<file path="src/rtl/nios2_oci_trace_capture_if.sv">
// Read-side handshake bundle for the trace-capture buffer.
// The buffer drives valid/data (master); the consumer drives ready (slave).
interface nios2_oci_trace_capture_if #(
    parameter int DATA_W = 30,
    parameter int CNT_W  = 4
);
    logic                    rd_valid;
    logic                    rd_ready;
    logic [CNT_W+DATA_W-1:0] rd_data;

    modport master (
        output rd_valid,
        output rd_data,
        input  rd_ready
    );

    modport slave (
        input  rd_valid,
        input  rd_data,
        output rd_ready
    );
endinterface

</file>
<file path="src/rtl/nios2_oci_trace_capture.sv">
// Trace-capture buffer for the Nios II OCI debug path.
// Captures each completed trace word (and a partial word on end-of-test flush)
// into a circular buffer drained through a first-word-fall-through read port.
//
// state | meaning
// ------+-------------------------------------------------------------
// RUN   | normal capture; full trace words are pushed
// FLUSH | one cycle; push the partial word left in dct_buffer, if any
// ENDED | capture frozen; reads still drain; left only by reset/clear
module nios2_oci_trace_capture #(
    parameter int DATA_W    = 30,
    parameter int CNT_W     = 4,
    parameter int FULL_CNT  = 15,
    parameter int DEPTH     = 16,
    parameter int AW        = 4,
    parameter int WRAP_MODE = 0
) (
    input  logic                            clk,
    input  logic                            reset_n,
    input  logic [DATA_W-1:0]               dct_buffer,
    input  logic [CNT_W-1:0]                dct_count,
    input  logic                            test_ending,
    input  logic                            test_has_ended,
    input  logic                            clear,
    nios2_oci_trace_capture_if.master       rd_if,
    output logic [AW:0]                     level,
    output logic [15:0]                     drop_cnt,
    output logic                            ended
);

    localparam int                EW       = CNT_W + DATA_W;
    localparam logic [CNT_W-1:0]  CNT_FULL = CNT_W'(FULL_CNT);
    localparam logic [CNT_W-1:0]  CNT_ZERO = '0;
    localparam logic [AW:0]       LVL_FULL = (AW+1)'(DEPTH);
    localparam logic [AW-1:0]     PTR_ONE  = AW'(1);
    localparam logic [AW:0]       LVL_ONE  = (AW+1)'(1);

    typedef enum logic [1:0] {
        ST_RUN   = 2'd0,
        ST_FLUSH = 2'd1,
        ST_ENDED = 2'd2
    } state_t;

    state_t            state_q;
    state_t            state_d;

    logic [CNT_W-1:0]  cnt_q;
    logic              ending_q;

    logic [EW-1:0]     mem [DEPTH];
    logic [AW-1:0]     wr_ptr;
    logic [AW-1:0]     rd_ptr;
    logic [AW:0]       level_q;
    logic [15:0]       drop_q;

    logic              capture_evt;
    logic              push;
    logic              pop;
    logic              full;
    logic              soft_clear;

    // A count that sits at FULL_CNT for several cycles is one word, not many.
    assign capture_evt = (dct_count == CNT_FULL) && (cnt_q != CNT_FULL);
    assign full        = (level_q == LVL_FULL);
    assign pop         = (level_q != '0) && rd_if.rd_ready;
    assign soft_clear  = clear;

    // Next-state and push decision for the capture controller.
    always_comb begin
        state_d = state_q;
        push    = 1'b0;
        unique case (state_q)
            ST_RUN: begin
                push = capture_evt;
                if (test_has_ended) begin
                    state_d = ST_ENDED;
                end else if (test_ending && !ending_q) begin
                    state_d = ST_FLUSH;
                end
            end
            ST_FLUSH: begin
                // Partial words always flush; a full count only on a fresh event
                // so a word already captured in RUN is not duplicated.
                if (dct_count == CNT_FULL) begin
                    push = capture_evt;
                end else if (dct_count != CNT_ZERO) begin
                    push = 1'b1;
                end
                state_d = ST_ENDED;
            end
            ST_ENDED: begin
                state_d = ST_ENDED;
            end
            default: begin
                state_d = ST_RUN;
            end
        endcase
    end

    // State register and one-cycle input history.
    always_ff @(posedge clk) begin
        if (!reset_n || soft_clear) begin
            state_q  <= ST_RUN;
            cnt_q    <= '0;
            ending_q <= 1'b0;
        end else begin
            state_q  <= state_d;
            cnt_q    <= dct_count;
            ending_q <= test_ending;
        end
    end

    // Storage array; contents need no reset because level gates visibility.
    always_ff @(posedge clk) begin
        if (reset_n && !soft_clear && push && (!full || pop || (WRAP_MODE != 0))) begin
            mem[wr_ptr] <= {dct_count, dct_buffer};
        end
    end

    // Pointer, occupancy and drop bookkeeping.
    always_ff @(posedge clk) begin
        if (!reset_n || soft_clear) begin
            wr_ptr  <= '0;
            rd_ptr  <= '0;
            level_q <= '0;
            drop_q  <= '0;
        end else begin
            if (push && pop) begin
                wr_ptr <= wr_ptr + PTR_ONE;
                rd_ptr <= rd_ptr + PTR_ONE;
            end else if (push && !full) begin
                wr_ptr  <= wr_ptr + PTR_ONE;
                level_q <= level_q + LVL_ONE;
            end else if (push) begin
                // Full with no pop: either drop the new word or evict the oldest.
                if (WRAP_MODE != 0) begin
                    wr_ptr <= wr_ptr + PTR_ONE;
                    rd_ptr <= rd_ptr + PTR_ONE;
                end
                if (drop_q != 16'hFFFF) begin
                    drop_q <= drop_q + 16'd1;
                end
            end else if (pop) begin
                rd_ptr  <= rd_ptr + PTR_ONE;
                level_q <= level_q - LVL_ONE;
            end
        end
    end

    assign rd_if.rd_valid = (level_q != '0);
    assign rd_if.rd_data  = mem[rd_ptr];
    assign level          = level_q;
    assign drop_cnt       = drop_q;
    assign ended          = (state_q == ST_ENDED);

endmodule

</file>
<file path="src/flat_wrapper.sv">
// flat-port wrapper written by rule: the top's interface ports become plain ports
module nios2_oci_trace_capture_flat 
#(
    parameter int DATA_W    = 30,
    parameter int CNT_W     = 4,
    parameter int FULL_CNT  = 15,
    parameter int DEPTH     = 16,
    parameter int AW        = 4,
    parameter int WRAP_MODE = 0
)
  (clk, reset_n, dct_buffer, dct_count, test_ending, test_has_ended, clear, level, drop_cnt, ended, rd_if_rd_valid, rd_if_rd_data, rd_if_rd_ready);
  nios2_oci_trace_capture_if #(.DATA_W(DATA_W), .CNT_W(CNT_W)) rd_if_i ();
  input  logic clk;
  input  logic reset_n;
  input  logic [DATA_W-1:0] dct_buffer;
  input  logic [CNT_W-1:0] dct_count;
  input  logic test_ending;
  input  logic test_has_ended;
  input  logic clear;
  output logic [AW:0] level;
  output logic [15:0] drop_cnt;
  output logic ended;
  output wire logic [$bits(rd_if_i.rd_valid)-1:0] rd_if_rd_valid;
  output wire logic [$bits(rd_if_i.rd_data)-1:0] rd_if_rd_data;
  input wire logic [$bits(rd_if_i.rd_ready)-1:0] rd_if_rd_ready;
  assign rd_if_rd_valid = rd_if_i.rd_valid;
  assign rd_if_rd_data = rd_if_i.rd_data;
  assign rd_if_i.rd_ready = rd_if_rd_ready;
  nios2_oci_trace_capture #(.DATA_W(DATA_W), .CNT_W(CNT_W), .FULL_CNT(FULL_CNT), .DEPTH(DEPTH), .AW(AW), .WRAP_MODE(WRAP_MODE)) u_core (.clk(clk), .reset_n(reset_n), .dct_buffer(dct_buffer), .dct_count(dct_count), .test_ending(test_ending), .test_has_ended(test_has_ended), .clear(clear), .rd_if(rd_if_i), .level(level), .drop_cnt(drop_cnt), .ended(ended));
endmodule
</file>
<file path="config.mk">
export PLATFORM = sky130hd
export DESIGN_NAME = nios2_oci_trace_capture_flat
export DESIGN_NICKNAME = d
export VERILOG_FILES = /design/src/rtl/nios2_oci_trace_capture_if.sv /design/src/rtl/nios2_oci_trace_capture.sv /design/src/flat_wrapper.sv
export SDC_FILE = /design/constraint.sdc
export NUM_CORES = 1
export LEC_CHECK = 0
export CAP_MARGIN = 20
export CELL_PAD_IN_SITES_DETAIL_PLACEMENT = 1
export CELL_PAD_IN_SITES_GLOBAL_PLACEMENT = 1
export CORE_MARGIN = 8
export CORE_UTILIZATION = 58
export CTS_CLUSTER_SIZE = 8
export DETAILED_ROUTE_END_ITERATION = 10
export PLACE_DENSITY = 0.87
export REMOVE_ABC_BUFFERS = 1
export SLEW_MARGIN = 20
export SYNTH_ARGS = -nofsm -noshare
export SYNTH_HDL_FRONTEND = slang
export SYNTH_SLANG_ARGS = --single-unit
</file>
<file path="constraint.sdc">
create_clock -name clk -period 9.64 [get_ports clk]
set_input_delay 0.964 -clock clk [delete_from_list [all_inputs] [get_ports clk]]
set_output_delay 0.964 -clock clk [all_outputs]
set_load 0.02 [all_outputs]
</file>
==> metrics <==
worst hold path class=register to register; Area Growth Syn to Fin=18.1%; CTS resizes=0; top cells by area, synth=edfxtp_1 (73%), mux4_2 (17%), dfxtp_1 (3.6%), ha_1 (0.72%), clkbuf_1 (0.62%); Mapped Area=0.0225 sq mm; CTS sink cnt=around 580; initial antenna violation count=2; post-route ant nets=0; Slew Limit Headroom=18.4%; CP Class=register to output pin; critical path arrival=4230 ps; Max Slew Vio Count=0; hpwl dp=30.5 mm; sequential area share after synthesis=76.2%; Rows=72; worst hold margin=roughly 520 ps; Max Cap Viol=0; Residual DRC=0; total power=roughly 0.0056 W; Routed WL=63.8 mm; post-route cell area=about 0.027 sq mm; CTS buffer count=82; largest net degree at the start of global routing=approximately 110; reg-to-reg critical path endpoint=u_core.mem[15][8]; Worst Setup EP=rd_if_rd_data[8]; RSZ-0062 raised after global routing=no; Nets=about 1.2k; CTS tree=done; CP max FO=69; cells after synthesis=approximately 1.0k; Final setup violation count=0; Final Util=69.1%; P per Cell Area=approximately 210 mW/mm^2; register-to-register setup slack=5530 ps; critical path required time=roughly 8700 ps; DR iter-0 viols=1396; Tot GR Track Use=28.8%; Multi-input gate area=between 0.005 and 0.006 sq mm; Reg clk slew, reported paths=50 ps; Yosys cell types=43; P_leak=between 8 and 9 nW; final hold vios=0; Die H=between 200 and 250 microns; fill count=2988; GRT overflow=0; clk_skew=27.3 ps; clock root buffer=clkbuf_16; launching point of the worst reg2reg path=u_core.state_q[0]; Hold Path Depth=2; number of global-route vias before repair=12.8k; diodes inserted=0; outcome=complete, no violations; first-pass GRT wire length=92.1 mm; worst-margin pin slew=1220 ps; Reg2Reg Depth=8; Post CTS Setup Buffer Count=0; Clock Latency Late Sink=between 600 and 700 ps; routed vias=11.9k; CP Capture Type=output pin; number of synthesized register bits=584; CP startpoint kind=register; DP Area=0.0243 sq mm; Post-synth EDFFs=around 540; IO Count=97; area leader, netlist=edfxtp_1; chip width=213 microns; Final Cycle Share=53.9%; post-synth top area share=72.6%; htree depth=3; core area=0.0385 sq mm; Hold Buf Count CTS=0; fmax=192 MHz; async set or reset register ratio after synthesis=0%; Max VDD drop=0.110 mV; Initial Util=58.5%; die area=roughly 0.045 sq mm; area of all sequential standard cells=between 0.015 and 0.02 sq mm; drt first pass iters=7; GPL Wtd Cong=0.760; setup TNS=0 ps; share of cells above drive strength 1=25.7%; predominant post-synthesis flop cell=edfxtp_1; final worst path period need=approximately 5200 ps; Via density=just under 7; Yosys warnings=0; wire per inst=37.1 microns; syn avg cell area=22.2 sq um; PortBufs=96; CTS max path bufs=3
-- report_power, final --
group          switching (W)  internal, W  total, W
clock                0.00109      0.00154   0.00263
combinational       0.000112    0.0000843  0.000196
sequential        0.00000918      0.00278   0.00279
-- layout make-up --
type,instances,share of cell area (%)
multi-input cells,375,19.8
inverters,6,0.0847
flip-flops and latches,584,64.5
clock inverters,7,0.259
well taps,518,2.44
repair buffers,121,4.86
clock buffers,107,8.07
-- cell usage in the layout, fill, tap and decap left out, types with 7 or more instances in the layout --
master | synthesis | layout
ha_1 | 13 | 13
nand2_1 | 18 | 18
nor2_4 | 0 | 12
dfxtp_1 | 40 | 36
o21ai_0 | 8 | 8
and2_1 | 8 | 8
nor2_1 | 24 | 12
clkbuf_1 | 37 | 25
mux4_2 | 170 | 170
or4_1 | 7 | 7
buf_4 | 0 | 16
edfxtp_1 | 544 | 544
clkbuf_16 | 0 | 82
nand4_1 | 8 | 8
nand3_1 | 19 | 19
a21oi_1 | 20 | 20
clkdlybuf4s50_1 | 0 | 96
-- critical path, stage by stage (launching register included) --
cell and delay [ps]:
dfxtp_4 1050, buf_4 920, mux4_2 470, mux4_2 520, clkdlybuf4s50_1 580
-- cells in the mapped netlist (all sizes together), types with 7 or more instances --
library cell and number:
nand3 20, o21ai 10, nor3 9, clkbuf 37, or4 7, ha 13, and2 8, nor2 24
dfxtp 40, edfxtp 544, nand2 18, a21oi 20, nand4 8, mux4 170, buf 13
-- how the worst min path moves through the flow --
stage	start	end	slack, ps
2_1_floorplan	u_core.wr_ptr[1]	u_core.wr_ptr[1]	480
6_report	u_core.drop_cnt[4]	u_core.drop_cnt[4]	520
3_5_place_dp	u_core.wr_ptr[1]	u_core.wr_ptr[1]	520
4_1_cts	u_core.drop_cnt[11]	u_core.drop_cnt[11]	530
3_3_place_gp	u_core.drop_cnt[4]	u_core.drop_cnt[4]	500
5_1_grt	u_core.drop_cnt[4]	u_core.drop_cnt[4]	550
-- layer usage --
metal  GRT usage [%]  part of all wire (%)  wire length [microns]
met1            37.9                    38                  24100
met5               0                 0.016                     10
met3            7.54                   9.3                   5910
met4            11.1                   3.1                   1990
met2            46.3                    50                  31800
-- stage by stage --
| step | cells | setup WS [ps] |
|---|---|---|
| after floorplan | 965 | 1860 |
| after global placement | 1596 | 4590 |
| after detailed placement | 1602 | 4400 |
| after CTS | 1716 | 4430 |
| after global routing | 1718 | 4310 |
| final | 1718 | 4440 |
-- flip-flops by register name, indices dropped and copies added, names as in the netlist, named ones only --
name,count
u_core.cnt_q,4
u_core.drop_cnt,16
u_core.ending_q,1
u_core.level,5
u_core.mem,544
u_core.rd_ptr,4
u_core.state_q,2
u_core.wr_ptr,4
-- logic make-up (layout without fill, tap and decap cells) --
group / count (synthesis) / count (layout) / share of synthesized area, %
fa+ha+maj: 14 / 14 / 0.812
xor+xnor: 6 / 6 / 0.234
simple gates: 124 / 124 / 3.01
mux: 173 / 173 / 17.2
flops: 584 / 584 / 76.2
compound gates: 58 / 58 / 1.67
buf+inv: 56 / 241 / 0.962
Power figures use the tool's default switching activity.
